**config.mk**
```make
export PLATFORM = sky130hd
export DESIGN_NAME = load_store_unit
export DESIGN_NICKNAME = d
export VERILOG_FILES = /design/src/rtl/load_store_unit.sv
export SDC_FILE = /design/constraint.sdc
export NUM_CORES = 1
export LEC_CHECK = 0
export ABC_CLOCK_PERIOD_IN_PS = 7250
export BUFFER_PORTS_ARGS = -buffer_cell sky130_fd_sc_hd__buf_4
export CORE_MARGIN = 10
export CORE_UTILIZATION = 45
export CTS_CLUSTER_DIAMETER = 40
export DETAILED_ROUTE_END_ITERATION = 6
export PLACE_DENSITY = 0.65
export RECOVER_POWER = 25
export SLEW_MARGIN = 20
export SYNTH_ARGS = -nofsm -noshare
export SYNTH_HDL_FRONTEND = slang
export SYNTH_SLANG_ARGS = --single-unit
```
**constraint.sdc**
```tcl
create_clock -name clk -period 7.25 [get_ports clk]
set_input_delay 1.0875 -clock clk [delete_from_list [all_inputs] [get_ports clk]]
set_output_delay 1.0875 -clock clk [all_outputs]
set_load 0.01 [all_outputs]
```
**src/rtl/load_store_unit.sv**
```systemverilog
// Data-memory initiator: one load/store at a time, split into two word accesses when it crosses a word.
// Store done 2-3 cycles after accept, load 3-4; req_ready (and !stall) only while idle, no queuing.
module load_store_unit #(
  parameter int DM_ADDRESS = 9,
  parameter int DATA_W     = 32
) (
  input  logic                  clk,
  input  logic                  reset,
  input  logic                  req_valid,
  output logic                  req_ready,
  input  logic                  MemRead,
  input  logic                  MemWrite,
  input  logic [DM_ADDRESS-1:0] addr,
  input  logic [DATA_W-1:0]     wdata,
  input  logic [2:0]            Funct3,
  output logic                  stall,
  output logic                  rsp_valid,
  output logic [DATA_W-1:0]     rdata,
  output logic [DM_ADDRESS-1:0] mem_addr,
  output logic                  mem_re,
  output logic [3:0]            mem_wr,
  output logic [DATA_W-1:0]     mem_wd,
  input  logic [DATA_W-1:0]     mem_rd
);

  typedef enum logic [1:0] {IDLE, A0, A1, RW} state_t;

  state_t                state;
  logic [DM_ADDRESS-1:0] addr_q;
  logic [DATA_W-1:0]     wdata_q;
  logic [DATA_W-1:0]     word0_q;
  logic [2:0]            funct3_q;
  logic                  is_read_q;

  logic [1:0]            offset;
  logic [2:0]            nbytes;
  logic [7:0]            lane_mask;
  logic [2*DATA_W-1:0]   lane_bits;
  logic [2*DATA_W-1:0]   wd_pair;
  logic                  crossing;
  logic [DM_ADDRESS-1:0] w0, w1;
  logic [2*DATA_W-1:0]   ld_pair;
  logic [DATA_W-1:0]     ld_word;
  logic [DATA_W-1:0]     ld_ext;

  assign offset = addr_q[1:0];

  always_comb begin
    case (funct3_q[1:0])
      2'b00:   nbytes = 3'd1;
      2'b01:   nbytes = 3'd2;
      default: nbytes = 3'd4;
    endcase
  end

  // Lanes 0-3 belong to w0, lanes 4-7 spill into w1.
  assign lane_mask = 8'(((8'd1 << nbytes) - 8'd1) << offset);
  assign crossing  = |lane_mask[7:4];
  assign wd_pair   = {{DATA_W{1'b0}}, wdata_q} << {offset, 3'b000};

  always_comb begin
    lane_bits = '0;
    for (int i = 0; i < 8; i++) lane_bits[8*i +: 8] = {8{lane_mask[i]}};
  end

  assign w0 = {addr_q[DM_ADDRESS-1:2], 2'b00};
  assign w1 = w0 + DM_ADDRESS'(4);

  // In RW, mem_rd is the last word: word1 when crossing, otherwise the only word.
  assign ld_pair = crossing ? {mem_rd, word0_q} : {{DATA_W{1'b0}}, mem_rd};
  assign ld_word = DATA_W'(ld_pair >> {offset, 3'b000});

  always_comb begin
    case (funct3_q)
      3'b000:  ld_ext = {{(DATA_W-8){ld_word[7]}}, ld_word[7:0]};
      3'b001:  ld_ext = {{(DATA_W-16){ld_word[15]}}, ld_word[15:0]};
      3'b100:  ld_ext = {{(DATA_W-8){1'b0}}, ld_word[7:0]};
      3'b101:  ld_ext = {{(DATA_W-16){1'b0}}, ld_word[15:0]};
      default: ld_ext = ld_word;
    endcase
  end

  assign req_ready = (state == IDLE);
  assign stall     = !req_ready;

  always_comb begin
    mem_addr = '0;
    mem_re   = 1'b0;
    mem_wr   = 4'b0000;
    mem_wd   = '0;
    case (state)
      A0: begin
        mem_addr = w0;
        if (is_read_q) mem_re = 1'b1;
        else begin
          mem_wr = lane_mask[3:0];
          mem_wd = wd_pair[DATA_W-1:0] & lane_bits[DATA_W-1:0];
        end
      end
      A1: begin
        mem_addr = w1;
        if (is_read_q) mem_re = 1'b1;
        else begin
          mem_wr = lane_mask[7:4];
          mem_wd = wd_pair[2*DATA_W-1:DATA_W] & lane_bits[2*DATA_W-1:DATA_W];
        end
      end
      default: ;
    endcase
    // No memory access may slip out while the block is being reset.
    if (reset) begin
      mem_re = 1'b0;
      mem_wr = 4'b0000;
    end
  end

  always_ff @(posedge clk) begin
    if (reset) begin
      state     <= IDLE;
      rsp_valid <= 1'b0;
      rdata     <= '0;
      addr_q    <= '0;
      wdata_q   <= '0;
      word0_q   <= '0;
      funct3_q  <= '0;
      is_read_q <= 1'b0;
    end else begin
      rsp_valid <= 1'b0;
      case (state)
        IDLE: begin
          if (req_valid && (MemRead || MemWrite)) begin
            addr_q    <= addr;
            wdata_q   <= wdata;
            funct3_q  <= Funct3;
            is_read_q <= MemRead;
            state     <= A0;
          end
        end
        A0: begin
          if (crossing) state <= A1;
          else if (is_read_q) state <= RW;
          else begin
            state     <= IDLE;
            rsp_valid <= 1'b1;
          end
        end
        A1: begin
          if (is_read_q) begin
            word0_q <= mem_rd;
            state   <= RW;
          end else begin
            state     <= IDLE;
            rsp_valid <= 1'b1;
          end
        end
        RW: begin
          rdata     <= ld_ext;
          rsp_valid <= 1'b1;
          state     <= IDLE;
        end
        default: state <= IDLE;
      endcase
    end
  end

endmodule

```
==> key figures, run 1 <==
Worst setup path
  • Worst setup EP type: output pin
  • Reg2reg path depth: 10
  • WP data required: 6160 ps
  • Crit path launch: addr_q[1]$_SDFFE_PP0P_
  • Critical path class: flop to output pin
  • Worst R2R End: rdata[5]$_SDFFE_PP0P_
  • Worst R2R Setup Slack: 2710 ps
  • Worst setup SP type: flop
  • Worst Setup EP: mem_wd[6]
  • R2r startpoint: addr_q[0]$_SDFFE_PP0P_
  • Worst EP arrival: 3660 ps
  • Max FO, Critical Path: 47

Global route
  • Largest net degree at the start of global routing: 78
  • Initial antenna violation count: 0
  • Overall Global Routing Usage: 21.4%
  • Grt total ovfl: 0
  • Number of global-route vias before repair: 6635
  • First-pass GRT wire length: 37.4 mm

Yosys
  • Cells after synthesis: 906
  • Syn avg cell area: 7.84 µm²
  • Synth async-reset ratio: 0%
  • Post-synthesis sequential area ratio: 31.6%
  • Yosys Warn Count: 0
  • Seq cells post-synth: 112
  • Netlist Area Pre-Place: 7110 µm²
  • Most used DFF post-synth: dfxtp_1
  • Netlist cell types: 70
  • Post-synth EDFFs: 0

Clock network
  • CTS Root Cell: clkbuf_16
  • H-tree depth: 3
  • Postcts setup bufs: 0
  • Clock latency on the worst-skew pair: 370 ps
  • Bufs on Longest Clock Path: 2
  • CTS-repair resized insts: 0
  • CTS Hold Bufs: 0
  • CTS clk-pin slew, worst paths: 80 ps
  • CTS tree: yes
  • TritonCTS Buffers: 9
  • TritonCTS Sinks: 112

Timing
  • Post-route setup TNS: 0 ps
  • Fin. Hold Viols: 0
  • Worst slew pin tran: 1670 ps
  • WHS: 461 ps
  • Final setup viols: 0
  • Final worst path period share: 65.5%
  • Slew headroom: -11.5%
  • Unrepaired setup endpoints after global routing: no
  • Crit path time final: 4750 ps
  • Fin Clk Skew: 9.79 ps
  • Count of pins over their slew limit: 34
  • FMAX: 210 MHz

Outcome
  • Outcome: finished with violations
  • Violated checks: max-capacitance violations, max-slew violations

Floorplanning
  • # rows: 45
  • Initial Util: 46.4%
  • DIE AREA: 21200 µm²
  • Die Height: 146 µm
  • Die width: 146 µm
  • Io pins: 162
  • Core area: 15300 µm²

Placement
  • PortBufs: 159
  • Final Wtd Congestion: 0.888
  • Detailed placer's ending HPWL: 16.8 mm

Route
  • 1st-iter DRT viols: 586
  • Detailed Routing Iterations Pass 1: 5
  • Via density per instance: 5.74
  • Post-Route WL: 23.9 mm
  • Residual DRC count: 0
  • Routed Antenna Nets: 0
  • Wirelength per Cell: 19.5 µm
  • Vias: 7045

Final layout
  • Layout cells sized above 1: 21.6%
  • Ant. Diodes: 0
  • # nets final: 1100
  • Area grow syn2layout: 19.0%

Worst hold path
  • Hold/Removal Path Class: flop to flop

Power
  • LEAKAGE: 0.00306 µW
  • Maximum vdd drop: 0.149 mV
  • PwrDens: 197 nW/µm²

Run
  • Reported max-cap violation count: 1
## final cells by class
class	count	area (µm²)
clock inverter	6	66.3
sequential	112	2250
clock buffer	10	229
inverter	11	46.3
multi-input combinational	708	4460
fill	1549	6860
tap	211	264
timing repair buffer	169	1140
## kinds of logic (layout without fill, tap and decap cells)
| kind of cell | after synthesis | in the layout | share of synthesized area, % |
|---|---|---|---|
| AOI/OAI and AO/OA | 256 | 256 | 24.5 |
| and+or+nand+nor | 360 | 360 | 21.4 |
| xor gates and xnor gates | 1 | 1 | 0.229 |
| other | 1 | 2 | 0.0528 |
| muxes | 81 | 81 | 15.0 |
| buffers and inverters | 87 | 196 | 5.95 |
| DFF | 112 | 112 | 31.6 |
| adders and majority gates | 8 | 8 | 1.41 |
## sequential cells by signal (all words and copies together) (netlist names)
register   flops
word0_q       32
is_read_q      1
rsp_valid      1
funct3_q       3
addr_q         9
rdata         32
state          2
wdata_q       32
## per-stage QoR
stage / total power (µW) / setup slack, ps / util (%) / cell area, µm² / cells
after global routing: 1740 / 2290 / 55.2 / 8460 / 1227
after global placement: 1160 / 2800 / 54.1 / 8290 / 1211
after detailed placement: 1160 / 2750 / 54.1 / 8290 / 1211
after CTS: 1670 / 2560 / 56.0 / 8580 / 1227
final: 1660 / 2500 / 55.2 / 8460 / 1227
after floorplan: 1040 / 3860 / - / 7110 / 907
## worst min-delay path by stage
stage	from	cells past startpoint	endpoint	slack (ps)
6_report	word0_q[1]$_SDFFE_PP0P_	2	word0_q[1]$_SDFFE_PP0P_	460
4_1_cts	word0_q[1]$_SDFFE_PP0P_	2	word0_q[1]$_SDFFE_PP0P_	460
2_1_floorplan	word0_q[7]$_SDFFE_PP0P_	2	word0_q[7]$_SDFFE_PP0P_	430
3_3_place_gp	word0_q[4]$_SDFFE_PP0P_	2	word0_q[4]$_SDFFE_PP0P_	450
3_5_place_dp	word0_q[1]$_SDFFE_PP0P_	2	word0_q[1]$_SDFFE_PP0P_	450
5_1_grt	word0_q[7]$_SDFFE_PP0P_	2	word0_q[7]$_SDFFE_PP0P_	490
## cells in the mapped netlist (all sizes together), types with 10 or more instances
cell type | count | area [µm²]
a211oi | 33 | 315
and2 | 21 | 131
dfxtp | 112 | 2240
a22oi | 22 | 170
nand2 | 216 | 811
nand3 | 13 | 65.1
buf | 22 | 173
mux4 | 17 | 390
nor2b | 11 | 68.8
nor2 | 74 | 280
mux2 | 23 | 259
o21ai | 45 | 225
o22ai | 10 | 62.6
mux2i | 41 | 414
a21oi | 90 | 450
clkbuf | 54 | 204
## where the power goes
group	leakage (µW)	internal [µW]	switching, µW
combinational	0.00201	196	278
sequential	0.000909	639	36.4
clock	0.000144	271	244
## critical path, stage by stage, from the launching register on
cell and delay (ps):
dfxtp_2 930, buf_4 470, nand3b_1 180, a21oi_1 120
a211oi_4 600, nand2_1 350, o21ai_0 360, and2_1 170
buf_4 120
## layout by cell type, fill, tap and decap left out, drive strengths merged, types with 8 or more instances in the layout
cell / n
mux2: 23
a211oi: 33
a2bb2oi: 8
buf: 135
a21oi: 90
a22oi: 22
nor2: 74
and2: 21
nand2: 216
dfxtp: 112
nand3: 13
mux2i: 41
inv: 11
o22ai: 10
o21ai: 45
mux4: 17
nor2b: 11
o211ai: 8
clkbuf: 44
ha: 8
## metal layers
layer,track usage (%),vias to the layer above,wire length [µm]
met5,0,-,0
met4,6.83,0,565
met3,7.82,32,2110
met2,31.4,282,10500
met1,28.4,3306,10700
li1,-,3425,-
(Power assumes the default switching activity.)
==> inputs of run 2 (changes only) <==
--- a/config.mk
+++ b/config.mk
@@ -5,7 +5,7 @@
 export SDC_FILE = /design/constraint.sdc
 export NUM_CORES = 1
 export LEC_CHECK = 0
-export ABC_CLOCK_PERIOD_IN_PS = 7250
+export ABC_CLOCK_PERIOD_IN_PS = 4800
 export BUFFER_PORTS_ARGS = -buffer_cell sky130_fd_sc_hd__buf_4
 export CORE_MARGIN = 10
 export CORE_UTILIZATION = 45
==> constraint.sdc (replaced) <==
create_clock -name clk -period 4.8 [get_ports clk]
set_input_delay 0.72 -clock clk [delete_from_list [all_inputs] [get_ports clk]]
set_output_delay 0.72 -clock clk [all_outputs]
set_load 0.01 [all_outputs]
==> run 2 against run 1 <==
  * The flow still finishes with violations (max-capacitance violations, max-slew violations)
  * Flip-flop and latch count did not move
  * Core utilization rose by 0.082 points
  * Global-route usage is 0.58 points higher
  * Clock skew barely moved
  * Sequential share of layout area is essentially flat
  * Combinational power grew 51%
  * Die area unchanged
  * Cell count hardly changed
  * Routed wire length increased by 1.7%
  * Setup slack got worse by 1900 ps
  * Design area is 0.15% higher
  * Power is 52% higher
  * Critical path type unchanged
  * Critical endpoint unchanged
  * Largest power group unchanged
  * Highest routed layer is now met5
==> key figures, run 2 (synthesized netlist as in run 1, its figures left out) <==
Outcome
  • Outcome: finished with violations (unchanged)
  • Violated checks: max-capacitance violations, max-slew violations (unchanged)

Worst setup path
  • Critical path class: flop to output pin (unchanged)
  • Worst setup SP type: flop (unchanged)
  • Max FO, Critical Path: 14 (was 47)
  • Worst setup EP type: output pin (unchanged)
  • WP data required: 4080 ps (was 6160 ps)
  • Worst EP arrival: 3480 ps (was 3660 ps)
  • Worst R2R Setup Slack: 750 ps (was 2710 ps)

Worst hold path
  • Hold/Removal Path Class: flop to flop (unchanged)

Global route
  • Grt total ovfl: 0 (unchanged)
  • Largest net degree at the start of global routing: 81 (was 78)
  • Initial antenna violation count: 1 (was 0)
  • Overall Global Routing Usage: 22.0% (was 21.4%)
  • First-pass GRT wire length: 38.5 mm (was 37.4 mm)
  • Number of global-route vias before repair: 6911 (was 6635)

Timing
  • Post-route setup TNS: 0 ps (unchanged)
  • Count of pins over their slew limit: 34 (unchanged)
  • Fin. Hold Viols: 0 (unchanged)
  • Unrepaired setup endpoints after global routing: no (unchanged)
  • Fin Clk Skew: 9.85 ps (was 9.79 ps)
  • FMAX: 238 MHz
  • Worst slew pin tran: 1660 ps (was 1670 ps)
  • Slew headroom: -10.6% (was -11.5%)
  • Final worst path period share: 87.4%
  • Crit path time final: 4200 ps
  • Final setup viols: 0 (unchanged)

Run
  • Reported max-cap violation count: 1 (unchanged)

Power
  • LEAKAGE: 0.00307 µW (was 0.00306 µW)
  • PwrDens: 299 nW/µm² (was 197 nW/µm²)
  • Seq pwr share: 40.3% (was 40.6%)
  • Sw Share: 33.5% (about the same)
  • Combinational power share: 28.2% (was 28.5%)
  • Sw power: 849 µW (was 558 µW)
  • Clock share of power: 31.5% (was 30.9%)
  • Maximum vdd drop: 0.189 mV (was 0.149 mV)
  • Int Pwr: 1680 µW (was 1110 µW)

Final layout
  • Most common cell after layout, fill and taps aside: nand2_1 (unchanged)
  • # nets final: 1101 (was 1100)
  • Fill count: 1531 (was 1549)
  • Layout cells sized above 1: 21.6% (about the same)
  • Biggest regs: rdata x32, wdata_q x32, word0_q x32 (unchanged)
  • Area grow syn2layout: 19.2% (was 19.0%)
  • Ant. Diodes: 0 (unchanged)
  • Most frequent cells in the layout: nand2_1 (216), buf_4 (135), dfxtp_1 (110) (unchanged)
  • Final non-filler cell total: 1228 (was 1227)
  • Core Util, Final: 55.3% (was 55.2%)

Floorplanning
  • Die width: 146 µm (unchanged)
  • Die Height: 146 µm (unchanged)
  • Io pins: 162 (unchanged)
  • Core area: 15300 µm² (unchanged)
  • # rows: 45 (unchanged)
  • DIE AREA: 21200 µm² (unchanged)
  • Initial Util: 46.4% (unchanged)

Clock network
  • CTS clk-pin slew, worst paths: 70 ps (was 80 ps)
  • Postcts setup bufs: 0 (unchanged)
  • CTS Root Cell: clkbuf_16 (unchanged)
  • TritonCTS Sinks: 112 (unchanged)
  • Clock latency on the worst-skew pair: 360 ps (was 370 ps)
  • TritonCTS Buffers: 9 (unchanged)
  • H-tree depth: 3 (unchanged)
  • CTS-repair resized insts: 0 (unchanged)
  • Bufs on Longest Clock Path: 2 (unchanged)
  • CTS Hold Bufs: 0 (unchanged)
  • CTS tree: yes (unchanged)

Route
  • Wirelength per Cell: 19.8 µm (was 19.5 µm)
  • Detailed Routing Iterations Pass 1: 5 (unchanged)
  • Routed Antenna Nets: 0 (unchanged)
  • Vias: 7128 (was 7045)
  • Residual DRC count: 0 (unchanged)
  • Via density per instance: 5.80 (was 5.74)
  • Post-Route WL: 24.3 mm (was 23.9 mm)
  • 1st-iter DRT viols: 581 (was 586)

Placement
  • Detailed placer's ending HPWL: 17.4 mm (was 16.8 mm)
  • Placed Cells: 1212 (was 1211)
  • Final Wtd Congestion: 0.896 (was 0.888)
  • PortBufs: 159 (unchanged)
-- run 2: path summary, 6_finish.rpt --
kind                                 start                 endpoint  depth (start not counted)
setup / recovery  funct3_q[1]$_SDFFE_PP0P_                mem_wd[6]                          8
hold / removal     word0_q[4]$_SDFFE_PP0P_  word0_q[4]$_SDFFE_PP0P_                          2
setup reg to reg  funct3_q[1]$_SDFFE_PP0P_   rdata[18]$_SDFFE_PP0P_                         10
hold reg to reg    word0_q[4]$_SDFFE_PP0P_  word0_q[4]$_SDFFE_PP0P_                          2
-- run 2: power groups by stage --
stage	Clock, µW	Combinational [µW]	Sequential (µW)
2_1_floorplan	0	552	1020
4_1_cts	804	717	1020
3_5_place_dp	0	714	1040
3_3_place_gp	0	705	1040
5_1_grt	840	782	1030
6_report	799	714	1020
-- run 2: metrics by stage --
stage / instance area, µm² / hold slack, ps / power [µW] / setup slack (ps)
final: 8470 / 455 / 2530 / 604
after global routing: 8470 / 473 / 2650 / 387
after CTS: 8600 / 458 / 2540 / 634
after detailed placement: 8290 / 448 / 1760 / 780
after global placement: 8290 / 445 / 1750 / 922
after floorplan: 7110 / 433 / 1570 / 1650
-- run 2: layout make-up --
cell class | count | area, µm² | share of cell area, %
multi-input cells | 708 | 4460 | 52.7
flip-flops and latches | 112 | 2250 | 26.5
repair buffers | 170 | 1140 | 13.5
well taps | 211 | 264 | 3.12
clock buffers | 10 | 239 | 2.82
clock inverters | 6 | 65.1 | 0.768
inverters | 11 | 46.3 | 0.547
-- run 2: per-layer routing --
metal	wire (µm)	part of all wire, %	up-vias	global-route usage [%]
li1	-	-	3431	-
met1	10700	44	3352	29.0
met2	10900	45	305	33.5
met3	2070	8.5	38	5.90
met4	590	2.4	2	8.29
met5	8	0.033	-	0
-- run 2: worst max-delay path, stage by stage (launching register included) --
cell	delay, ps
dfxtp_1	610
or2_4	340
ha_1	430
mux2i_2	190
a211oi_4	580
nand2_1	340
o21ai_0	320
and2_1	180
buf_4	120
